==> config.mk <==
export PLATFORM = sky130hd
export DESIGN_NAME = attention_token_precision_select
export DESIGN_NICKNAME = d
export VERILOG_FILES = /design/src/rtl/attention_token_precision_select.sv
export SDC_FILE = /design/constraint.sdc
export NUM_CORES = 2
export LEC_CHECK = 0
export ABC_AREA = 1
export CAP_MARGIN = 20
export CORE_AREA = 2 2 435 437
export CTS_CLUSTER_DIAMETER = 200
export DETAILED_ROUTE_END_ITERATION = 6
export DIE_AREA = 0 0 437 439
export GPL_ROUTABILITY_DRIVEN = 0
export GPL_TIMING_DRIVEN = 0
export PLACE_DENSITY = 0.58
export SYNTH_ARGS = -nofsm -noshare
export SYNTH_HDL_FRONTEND = slang
export SYNTH_SLANG_ARGS = --single-unit
==> constraint.sdc <==
create_clock -name clk -period 83.1 [get_ports clk]
set_clock_uncertainty 0.1 [all_clocks]
set_input_delay 12.465 -clock clk [delete_from_list [all_inputs] [get_ports clk]]
set_output_delay 12.465 -clock clk [all_outputs]
set_load 0.005 [all_outputs]
==> src/rtl/attention_token_precision_select.sv <==
// attention_token_precision_select: per-token attention column sums classified into INT4/INT8/FP16 codes.
module attention_token_precision_select #(
  parameter int DATA_WIDTH = 16,
  parameter int L = 8,
  parameter int N = 1,
  parameter int ACC_WIDTH = DATA_WIDTH + $clog2(L*N) + 1
) (
  input  logic                         clk,
  input  logic                         rst,
  input  logic                         start,
  input  logic [DATA_WIDTH*L*N*L-1:0]  A_in,
  input  logic [ACC_WIDTH-1:0]         thr_lo,
  input  logic [ACC_WIDTH-1:0]         thr_hi,
  output logic [3:0]                   token_precision [L],
  output logic                         done,
  output logic                         out_valid
);
  localparam int RW = (L*N > 1) ? $clog2(L*N) : 1;
  typedef enum logic [2:0] {S_IDLE, S_LOAD, S_ACCUM, S_CLASSIFY, S_DONE} state_t;
  state_t                        r_state, w_next;
  logic [DATA_WIDTH*L*N*L-1:0]   r_a;
  logic [ACC_WIDTH-1:0]          r_lo, r_hi;
  logic [ACC_WIDTH-1:0]          r_acc [L];
  logic [RW-1:0]                 r_row;
  logic                          w_last;
  logic [L*DATA_WIDTH-1:0]       w_row;
  // row r covers (l=r/N, n=r%N), whose L elements are contiguous at offset r*L
  assign w_row = r_a[r_row*L*DATA_WIDTH +: L*DATA_WIDTH];
  assign w_last = r_row == RW'(L*N-1);
  assign done = r_state == S_DONE;
  assign out_valid = r_state == S_DONE;
  always_comb begin
    w_next = S_IDLE;
    case (r_state)
      S_IDLE:     w_next = start ? S_LOAD : S_IDLE;
      S_LOAD:     w_next = S_ACCUM;
      S_ACCUM:    w_next = w_last ? S_CLASSIFY : S_ACCUM;
      S_CLASSIFY: w_next = S_DONE;
      default:    w_next = S_IDLE;
    endcase
  end
  always_ff @(posedge clk) begin
    if (rst) begin
      r_state <= S_IDLE;
      r_row <= '0;
      r_acc <= '{default: '0};
      token_precision <= '{default: 4'd2};
    end else begin
      r_state <= w_next;
      if (r_state == S_LOAD) begin
        r_a <= A_in;
        r_lo <= thr_lo;
        r_hi <= thr_hi;
        r_row <= '0;
        r_acc <= '{default: '0};
      end
      if (r_state == S_ACCUM) begin
        r_row <= w_last ? '0 : r_row + 1'b1;
        for (int j = 0; j < L; j++)
          r_acc[j] <= r_acc[j] + {{(ACC_WIDTH-DATA_WIDTH){1'b0}}, w_row[j*DATA_WIDTH +: DATA_WIDTH]};
      end
      if (r_state == S_CLASSIFY)
        for (int j = 0; j < L; j++)
          token_precision[j] <= (r_acc[j] >= r_hi) ? 4'd2 : (r_acc[j] >= r_lo) ? 4'd1 : 4'd0;
    end
  end
endmodule

* Word level (Yosys, flattened, before mapping) *
Cells that the tools add are included.

word-level totals
  flip-flop bits (word level) = 1,262
  bits of input ports = 1,067
  output and inout port bits = 34
  word-level logic and storage cells = 80

operators by class
  add/subtract/negate cells = 9
  order comparisons = 16
  eq/ne operators = 5
  shift operators = 1
  multiplexer cells = 24
  bitwise operators = 1
  reductions and logical operators = 3

operators with widths
  cell                                                                   count
  1024-bit by 11-bit indexed part select with 128-bit output             1
  20-bit greater-or-equal comparator                                     16
  160-bit two-way mux                                                    2
  20-bit by 16-bit adder with 20-bit output                              8
  2-bit two-way mux                                                      8
  3-bit case mux with 4 select lines                                     1
  1-bit two-way mux                                                      10
  3-bit two-way mux                                                      3
  3-bit by 2-bit equality test with 1-bit output, second input constant  2
  3-bit equality test, second input constant                             2
  3-bit by 1-bit adder with 3-bit output, second input constant          1
  3-bit by 1-bit equality test with 1-bit output, second input constant  1
  3-bit zero test                                                        1
  2-bit AND reduction                                                    1
  2-bit nonzero test                                                     1
  1-bit inverter                                                         1

* Longest topological paths before layout *
  depth in word-level cells = 3
  gate-level depth with buffers = 21
  mapped depth without buffers = 17

* Least setup slack after synthesis *
OpenSTA, ideal clock, no wires.

  path kind = input-to-reg
  start = in rst
  end = reg r_a[0] (enable)
  setup time = 2.530 ns
  data arrival time = 56.908 ns
  data required time = 80.470 ns
  slack = 23.562 ns
  stages = 3
  path buffers = 2
  cells stage by stage = clkbuf_1 > buf_1 > nor2_1

between the ends
  longest elaborated chain between the ends = 2

ends and longest elaborated chain
  what                                  RTL line  source
  start: declaration                    9         input logic rst,
  1-bit inverter (no source line)       --
  2-bit AND reduction (no source line)  --
  end signal: assignment                51        r_a <= A_in;
  end: declaration                      21        logic [DATA_WIDTH*L*N*L-1:0] r_a;

Every way passes these cells.
A chain may end at the register's enable or synchronous reset.

* Worst setup path after layout *
  start = in rst
  end = reg r_a[528] (enable)

The elaborated chain is that of the path after synthesis.

==> metrics.cfg <==
[worst_setup_path]
r2r.worst_path.cells=17
crit_path_start_kind=input port
crit_required_ps=83510
cp-end-kind=flip-flop
r2r-start=r_row[0]
critical_path.cell_chain=clkdlybuf4s50_1 > clkbuf_1 > buf_1 > buf_8 > nor2_4 > buf_12 > buf_12 > buf_12 > buf_12 > buf_12 > buf_12 > buf_12 > buf_12 > buf_12
critical-path-max-stage-delay_ps=740
endpoint_of_the_worst_slack_reg_to_reg_timing_path=r_acc[136]
crit_arrival_ps=17050
critical_path.max_fanout=35
slowest_stage=nor2_4
critical_path_class=input port to flip-flop
critPathMostFrequentCell=buf_12
ff2ff_setup_slack_ps=77880

[layout]
drive_above_1_share_pct=5.57
num-nets-final=9163
synthToLayoutAreaGrowth_pct=32.1
area_of_the_multi_input_gates_sq_mm=0.0241
layout.core_utilization_pct=44.0
regArea_sq_mm=0.0356
filler_cell_count=17926

[logic_synthesis]
postSynthRegisterBits=1246
netlist_instances=6350
syn_avg_cell_area_sq_um=9.81
synth.yosys.seq_area_share_pct=57.1
synthesis.yosys.warnings=0
post_synth_num_cell_types=39
post_synth_instance_area_sq_mm=0.0623

[sta]
layout_worst_path_cycle_share_pct=20.0
layout_min_cycle_time_ps=16650
max_frequency_mhz=60.1
rsz0062_at_grt=false
setup_viol_count_final=0
max-slew-margin-rel_pct=23.9
finalMaxSlewViolations=0
timing.hold.ws_ps=382
timing_worst_slew_pin_value_ps=1140
final_layout_setup_total_negative_slack_ps=0
hold_violations=0

[routing]
post-route-drc-count=0
drtAntennaViolNets=0
avgViaCountPerCell=5.24
router_iterations_before_antenna_repair=6
wl_microns=269000
vias=54146
drc_marker_count_from_the_first_detailed_route_iteration=5662
detail_route.wl_per_cell_microns=26.1

[floorplanning]
die_boundary_height_microns=439
die_area_sq_mm=0.192
start_util_pct=33.3
floorplan.core_area_sq_mm=0.187
rows=159
pin_count=1101
fp.dieW_microns=437

[global_route]
vias_in_the_first_global_route=51322
grt.overflow.total=0
antenna_found_initial=102
grt_pass1_wl_microns=368000
gr-usage-all-layers_pct=27.0
maximum_number_of_pins_on_one_net_before_global_route_repair=36

[clock_network]
cts_num_sinks=1246
cts_tree=done
cts_setup_buffers=0
clkTransAtPathRegs_ps=50
ctsResizeCount=0
clock_tree.htree_level_count=4
hold_buffers=0
root_cell_of_the_clock_tree=clkbuf_16
cts_buffers=146
max-clock-path-buffers=3
clkLatencyLatePin_ps=820

[worst_hold_path]
hold_path_end=token_precision[25]
hold_path.startpoint=token_precision[25]
hold_path.class=flip-flop to flip-flop
min_delay_path_depth=2

[placed_design]
portBuffers=1084
hpwl_microns=208000

[pwr]
power_density_mw_per_mm2=19.5
peakVddDrop_uv=14.6
power_leakage_nw=31.5

[flow_run]
timing.max_cap.violations=0

[status]
status=finished clean

-- synth_stat cells, drive strengths merged --
cell type | number | area [sq um]
o21ai | 690 | 3480
a21boi | 26 | 195
nor2b | 1 | 6.26
a21o | 24 | 180
a32oi | 1 | 8.76
a31oi | 121 | 757
xnor2 | 7 | 61.3
a211oi | 1 | 7.51
nand3 | 211 | 1060
edfxtp | 1064 | 32000
conb | 1 | 3.75
nand3b | 25 | 188
o22ai | 142 | 888
nand2 | 985 | 3710
o21a | 10 | 75.1
and2 | 5 | 31.3
buf | 146 | 900
ha | 450 | 5630
a21oi | 449 | 2250
nor4 | 6 | 37.5
nor2 | 1153 | 4340
clkbuf | 126 | 473
or2 | 24 | 150
nand4 | 73 | 457
dfxtp | 182 | 3640
inv | 355 | 1340
nor3 | 64 | 320
fa | 8 | 160
-- per-stage QoR --
stage          total power [W]  area [sq um]  std cells  setup slack [ps]
3_3_place_gp          0.000984         76300       9944              2130
6_report               0.00160         82300      10331             66450
5_1_grt                0.00165         82300      10320             66260
4_1_cts                0.00161         82100      10246             66520
3_5_place_dp          0.000939         77200       9985             65640
2_1_floorplan         0.000855         62300       6365             23560
-- report_power, final --
part	total, W	internal [W]	switching, W
sequential	0.000713	0.000701	0.0000118
combinational	0.000216	0.0000904	0.000126
clock	0.000673	0.000393	0.000280
-- kinds of logic after synthesis --
family	synth area share, %
AND/OR/NAND/NOR	16.5
AO/OA/AOI/OAI	12.6
other	0.00602
buffers and inverters	4.35
adder cells (fa/ha/maj)	9.30
XOR/XNOR	0.0984
flip-flops	57.1
-- cells in the final DEF (no fill, tap or decap), types with 73 or more instances in the layout --
cell / instances
a21oi_1: 449
a31oi_1: 121
clkbuf_1: 150
clkbuf_16: 149
clkdlybuf4s50_1: 1084
dfxtp_1: 182
diode_2: 85
edfxtp_1: 1064
ha_1: 450
inv_1: 341
nand2_1: 982
nand3_1: 210
nand4_1: 73
nor2_1: 1151
o21ai_0: 669
o22ai_1: 142
-- flip-flops by register name, indices dropped and copies added (netlist names) --
signal / cells
r_a: 1024
r_acc: 160
r_hi: 20
r_lo: 20
r_row: 3
r_state: 3
token_precision: 16
-- final cells by class --
type	count	area share [%]
sequential	1246	43.2
multi-input combinational	4492	29.2
timing repair buffer	1125	14.2
clock buffer	183	4.76
tap	2495	3.79
buffer	272	1.67
inverter	355	1.62
clock inverter	78	1.23
antenna	85	0.258
-- metal layers --
layer	vias up	part of all wire, %	GRT usage [%]
met4	16	4.1	13.2
met3	437	7.9	4.93
met1	26138	41	35.0
met5	-	0.033	0
met2	2472	47	43.5
li1	25083	-	-
-- how the worst max path moves through the flow --
stage,startpoint,endpoint,slack [ps],depth (start not counted)
finish,rst,r_a[528],66450,14
CTS,rst,r_a[684],66520,14
global route,rst,r_a[684],66260,14
global placement,rst,r_a[914],2130,4
floorplan,rst,r_a[0],23560,3
detailed placement,rst,r_a[622],65640,14
-- worst max-delay path, delay by kind of cell --
family / cells / cell delay [ps]
and+or+nand+nor: 1 / 740
buffers and inverters: 13 / 3700
No activity file was read; power rests on OpenSTA's default activity.
